<file path="config.mk">
export PLATFORM = sky130hd
export DESIGN_NAME = lif_block_n
export DESIGN_NICKNAME = d
export VERILOG_FILES = /design/src/rtl/lif_pkg.sv /design/src/rtl/lif_core.sv /design/src/rtl/lif_block_n.sv
export SDC_FILE = /design/constraint.sdc
export NUM_CORES = 1
export LEC_CHECK = 0
export ABC_AREA = 0
export ABC_CLOCK_PERIOD_IN_PS = 18220
export CAP_MARGIN = 20
export CORE_UTILIZATION = 55
export CTS_BUF_LIST = sky130_fd_sc_hd__clkbuf_2
export DETAILED_ROUTE_END_ITERATION = 16
export PLACE_DENSITY = 0.75
export SLEW_MARGIN = 20
export SYNTH_ARGS = -nofsm -noshare
export SYNTH_HDL_FRONTEND = slang
export SYNTH_SLANG_ARGS = --single-unit
</file>
<file path="constraint.sdc">
create_clock -name clk -period 18.22 [get_ports clk]
set_clock_uncertainty 0.1 [all_clocks]
set_input_delay 5.466 -clock clk [delete_from_list [all_inputs] [get_ports clk]]
set_output_delay 5.466 -clock clk [all_outputs]
set_load 0.01 [all_outputs]
</file>
<file path="src/rtl/lif_pkg.sv">
// Shared types, configuration address map and reset defaults for the LIF neuron tile.
package lif_pkg;

   typedef enum logic {
      INTEGRATE = 1'b0,
      REFRACT   = 1'b1
   } lif_state_e;

   // Reset values: unit excitatory weights and a two-update refractory window.
   localparam int WGT_RST     = 1;
   localparam int REF_LEN_RST = 2;

   // Config address map: weights occupy 0..n_in-1, then threshold, then ref_len.
   function automatic int addr_thresh(input int n_in);
      return n_in;
   endfunction

   function automatic int addr_ref(input int n_in);
      return n_in + 1;
   endfunction

   function automatic int max3(input int a, input int b, input int c);
      int m;
      m = (a > b) ? a : b;
      return (m > c) ? m : c;
   endfunction

endpackage

</file>
<file path="src/rtl/lif_core.sv">
// Neuron core: weighted sum, leak, clamp, threshold compare and refractory state machine.
module lif_core
   import lif_pkg::*;
#(
   parameter int N_IN       = 4,
   parameter int IN_W       = 4,
   parameter int WGT_W      = 4,
   parameter int POT_W      = 8,
   parameter int REF_W      = 3,
   parameter int LEAK_SHIFT = 2
) (
   input  logic                    clk,
   input  logic                    rst_n,
   input  logic                    upd,
   input  logic [N_IN*IN_W-1:0]    in_buf,
   input  logic [N_IN*WGT_W-1:0]   wgt_flat,
   input  logic [POT_W-1:0]        thresh,
   input  logic [REF_W-1:0]        ref_len,
   output logic [POT_W-1:0]        pot,
   output logic                    spike,
   output logic                    refractory
);

   localparam int SUM_W = IN_W + WGT_W + $clog2(N_IN) + 1;
   localparam int NXT_W = ((SUM_W > POT_W + 1) ? SUM_W : POT_W + 1) + 1;
   localparam logic signed [NXT_W-1:0] POT_MAX = NXT_W'((2 ** POT_W) - 1);

   lif_state_e              state, state_nxt;
   logic [REF_W-1:0]        ref_cnt, cnt_nxt;
   logic [POT_W-1:0]        pot_nxt;
   logic                    spike_nxt;
   logic signed [SUM_W-1:0] prod [N_IN];
   logic signed [SUM_W-1:0] sum;
   logic [POT_W-1:0]        leaked;
   logic signed [NXT_W-1:0] n_raw;
   logic [POT_W-1:0]        n_clamp;

   // Inputs are unsigned, so a zero is prepended before treating them as signed.
   for (genvar i = 0; i < N_IN; i++) begin : g_prod
      assign prod[i] = SUM_W'(signed'({1'b0, in_buf[i*IN_W +: IN_W]}))
                     * SUM_W'(signed'(wgt_flat[i*WGT_W +: WGT_W]));
   end

   always_comb begin
      sum = '0;
      for (int i = 0; i < N_IN; i++) begin
         sum = sum + prod[i];
      end
   end

   assign leaked = pot - (pot >> LEAK_SHIFT);
   assign n_raw  = NXT_W'(signed'({1'b0, leaked})) + NXT_W'(sum);

   always_comb begin
      if (n_raw < 0) begin
         n_clamp = '0;
      end else if (n_raw > POT_MAX) begin
         n_clamp = '1;
      end else begin
         n_clamp = n_raw[POT_W-1:0];
      end
   end

   always_comb begin
      // NOTE: every output of this block gets a default first so no path infers a latch.
      state_nxt = state;
      pot_nxt   = pot;
      cnt_nxt   = ref_cnt;
      spike_nxt = 1'b0;
      if (upd) begin
         case (state)
            INTEGRATE: begin
               if (n_clamp >= thresh) begin
                  spike_nxt = 1'b1;
                  pot_nxt   = '0;
                  if (ref_len != '0) begin
                     state_nxt = REFRACT;
                     cnt_nxt   = ref_len;
                  end
               end else begin
                  pot_nxt = n_clamp;
               end
            end
            REFRACT: begin
               pot_nxt = '0;
               cnt_nxt = ref_cnt - REF_W'(1);
               if (ref_cnt == REF_W'(1)) begin
                  state_nxt = INTEGRATE;
               end
            end
            default: state_nxt = INTEGRATE;
         endcase
      end
   end

   always_ff @(posedge clk) begin
      // NOTE: state registers use non-blocking assignments so every flop samples pre-edge values.
      if (!rst_n) begin
         state   <= INTEGRATE;
         pot     <= '0;
         ref_cnt <= '0;
         spike   <= 1'b0;
      end else begin
         state   <= state_nxt;
         pot     <= pot_nxt;
         ref_cnt <= cnt_nxt;
         spike   <= spike_nxt;
      end
   end

   assign refractory = (state == REFRACT);

endmodule

</file>
<file path="src/rtl/lif_block_n.sv">
// LIF neuron tile: step-strobed input buffer, runtime config registers and the neuron core.
module lif_block_n
   import lif_pkg::*;
#(
   parameter int N_IN       = 4,
   parameter int IN_W       = 4,
   parameter int WGT_W      = 4,
   parameter int POT_W      = 8,
   parameter int OUT_W      = 4,
   parameter int REF_W      = 3,
   parameter int LEAK_SHIFT = 2,
   localparam int ADDR_W    = $clog2(N_IN + 2),
   localparam int DATA_W    = max3(WGT_W, POT_W, REF_W)
) (
   input  logic                  clk,
   input  logic                  rst_n,
   input  logic                  step,
   input  logic [N_IN*IN_W-1:0]  in_flat,
   input  logic                  cfg_we,
   input  logic [ADDR_W-1:0]     cfg_addr,
   input  logic [DATA_W-1:0]     cfg_data,
   output logic [OUT_W-1:0]      out,
   output logic                  spike,
   output logic                  refractory
);

   logic [N_IN*IN_W-1:0]  in_buf;
   logic                  v1;
   logic [N_IN*WGT_W-1:0] wgt_flat;
   logic [POT_W-1:0]      thresh;
   logic [REF_W-1:0]      ref_len;
   logic [POT_W-1:0]      pot;

   always_ff @(posedge clk) begin
      if (!rst_n) begin
         in_buf   <= '0;
         v1       <= 1'b0;
         // NOTE: the weight table is reset on purpose; the tile must fire sensibly with no config.
         wgt_flat <= {N_IN{WGT_W'(WGT_RST)}};
         thresh   <= {1'b1, {(POT_W-1){1'b0}}};
         ref_len  <= REF_W'(REF_LEN_RST);
      end else begin
         v1 <= step;
         if (step) begin
            in_buf <= in_flat;
         end
         if (cfg_we) begin
            for (int i = 0; i < N_IN; i++) begin
               if (cfg_addr == ADDR_W'(i)) begin
                  wgt_flat[i*WGT_W +: WGT_W] <= cfg_data[WGT_W-1:0];
               end
            end
            if (cfg_addr == ADDR_W'(addr_thresh(N_IN))) begin
               thresh <= cfg_data[POT_W-1:0];
            end
            if (cfg_addr == ADDR_W'(addr_ref(N_IN))) begin
               ref_len <= cfg_data[REF_W-1:0];
            end
         end
      end
   end

   lif_core #(
      .N_IN       (N_IN),
      .IN_W       (IN_W),
      .WGT_W      (WGT_W),
      .POT_W      (POT_W),
      .REF_W      (REF_W),
      .LEAK_SHIFT (LEAK_SHIFT)
   ) u_core (
      .clk        (clk),
      .rst_n      (rst_n),
      .upd        (v1),
      .in_buf     (in_buf),
      .wgt_flat   (wgt_flat),
      .thresh     (thresh),
      .ref_len    (ref_len),
      .pot        (pot),
      .spike      (spike),
      .refractory (refractory)
   );

   assign out = pot[POT_W-1 -: OUT_W];

endmodule

</file>
==> qor.txt <==
Status: complete, no violations
Die Y: 109 um
Antenna diodes: 0
Number of vias per cell: 5.29
Total GRT Usage: 0.229
Worst hold slack: 0.382 ns
Pre-antenna DRT Iters: 4
EDFF count, synth: 0
Drt drc: 0
Top Ports: 37
RSZ-0062 raised after global routing: false
Total clock sinks: 57
Post-synth top area cell: ha_1
Syn Nets: 880
WL per Instance: 14.3 um
Family with the most delay on the worst path: adder cells
HP Class: reg2reg
Crit path DAT: 10.18 ns
CTS Root Cell: clkbuf_2
Post-Syn Area: 0.00626 sq mm
CTS tree: yes
Fin nets: 907
Final min period: 9.82 ns
Seq/Total Area, Yosys: 0.182
Post-Synthesis Cells: 698
Post-synthesis register bit count: 57
Top post-synthesis cells by area: ha_1, dfxtp_1, fa_1, inv_1, mux2i_1
Die footprint: 0.0118 sq mm
Postcts setup bufs: 0
Worst setup path class: reg2reg
Hpwl dp: 10500 um
CP max FO: 8
CP max-delay cell: or3b_1
First-pass GRT wire length: 20800 um
Worst-Margin Slew: 1.07 ns
Worst-skew pair later-pin latency: 0.52 ns
Setup_tns: 0 ns
Critical Path RT: 18.58 ns
RePlAce Congestion: 0.850
Final Util: 0.619
Initial DRC Count: 159
Worst path bufs/invs: 3
Synth warn: 0
Crit. End Element: register
Max Cap Violations: 0
Share of flip-flops with an asynchronous set or reset: 0
FMAX: 0.102 GHz
Mapped Avg Cell Area: 8.97 sq um
Top cell by count, worst path: fa_1
Vias in the first global route: 4583
Initial Util: 0.570
Via count: 4601
Pleak: 3.37 nW
Site Rows: 38
Cts bufs inserted: 9
Pwr Density: 104 mW/mm^2
Worst rel slew slack: 0.274
Routed wire length: 12400 um
Tot Pwr: 0.709 mW
Largest net degree at the start of global routing: 52
Final Hold Viols: 0
Final ANT Viol Nets: 0
Initial antenna violation count: 0
Final Cycle Share: 0.539
GRT Residual Overflow: 0
Max-slew violations: 0
Peak VDD IR: 0.000139 V
Area fraction of the dominant cell type after synthesis: 0.214
Die width: 109 um
Final setup viols: 0
Critical Path Max Stage Delay: 0.58 ns
Core outline area: 0.0110 sq mm
Dominant synthesized flop cell: dfxtp_1
Startpoint types: register
Post_cts resized: 0
Port Buffers: 36
Ratio of cells with drive above 1 in the final layout: 0.0521
Area grow syn2layout: 8.61%
Distinct cell type count after synthesis: 51
Clk slew on worst S/H paths: 0.19 ns
Clock Tree Buf Depth: 2
H-Tree Depth: 3
# hold bufs at CTS: 0
## kinds of logic after synthesis
family,count (synthesis),share of synthesized area
compound gates,105,0.119
xor+xnor,32,0.0448
fa+ha+maj,151,0.355
buf+inv,136,0.0873
flops,57,0.182
mux,35,0.0560
simple gates,182,0.156
## per-layer routing
metal	vias to the layer above	routed length (um)	global-route usage
met3	11	466	0.0454
met1	2174	5660	0.289
met2	77	6150	0.405
met4	0	150	0.0483
li1	2339	-	-
met5	-	0	0
## area by class of cell
cell class / instances / area [sq um]
clock inverters: 7 / 53.8
clock buffers: 9 / 45.0
flip-flops and latches: 57 / 1140
repair buffers: 37 / 368
fillers: 940 / 4180
inverters: 115 / 432
multi-input cells: 505 / 4590
well taps: 140 / 175
## stage by stage
step	std cells	setup slack, ns	cell area (sq um)
6_report	870	8.40	6800
2_1_floorplan	698	9.47	6260
3_5_place_dp	854	8.42	6690
4_1_cts	870	8.35	6790
3_3_place_gp	854	8.70	6690
5_1_grt	870	7.82	6800
## registers in the layout, indices dropped and copies added, names as in the netlist
name,flops
in_buf,16
ref_len,3
thresh,8
u_core.pot,8
u_core.ref_cnt,3
u_core.refractory,1
u_core.spike,1
v1,1
wgt_flat,16
## path summary, 6_finish.rpt
check               startpoint           endpoint  slack (ns)  cells after the start
max                wgt_flat[7]      u_core.pot[3]        8.40                     33
min          u_core.ref_cnt[1]  u_core.ref_cnt[1]        0.38                      2
max reg2reg        wgt_flat[7]      u_core.pot[3]        8.40                     33
min reg2reg  u_core.ref_cnt[1]  u_core.ref_cnt[1]        0.38                      2
## cell usage after synthesis (7+ instances only)
cell type,instances
nor2b_1,38
and2_1,30
a21oi_2,8
mux2i_1,35
fa_1,44
inv_1,115
xnor2_1,25
dfxtp_1,57
a21oi_1,25
o21ai_2,8
nand3_1,7
xor2_1,7
a21boi_0,9
o21ai_0,10
nor2_1,20
ha_1,107
a21o_1,15
nand2_1,56
clkbuf_1,11
nand2b_1,11
## cells in the final DEF, fill, tap and decap left out, types with 8 or more instances in the layout
master,synthesis,layout
a21boi_0,9,9
a21o_1,15,15
a21oi_1,25,25
a21oi_2,8,8
and2_1,30,30
clkbuf_2,0,9
clkdlybuf4s50_1,0,36
dfxtp_1,57,57
fa_1,44,44
ha_1,107,107
inv_1,115,115
mux2i_1,35,35
nand2_1,56,56
nand2b_1,11,11
nor2_1,20,20
nor2b_1,38,38
o21ai_0,10,10
o21ai_2,8,8
xnor2_1,25,25
## tightest hold or removal path, cell delays in order, from the launching register on
cell     delay, ns
dfxtp_1       0.35
nand2_1       0.05
mux2i_1       0.06
## report_power, final
group	internal, mW	total [mW]	switching (mW)
Sequential	0.136	0.148	0.0122
Clock	0.0186	0.0721	0.0535
Combinational	0.211	0.489	0.278
No activity file was read; power rests on OpenSTA's default activity.
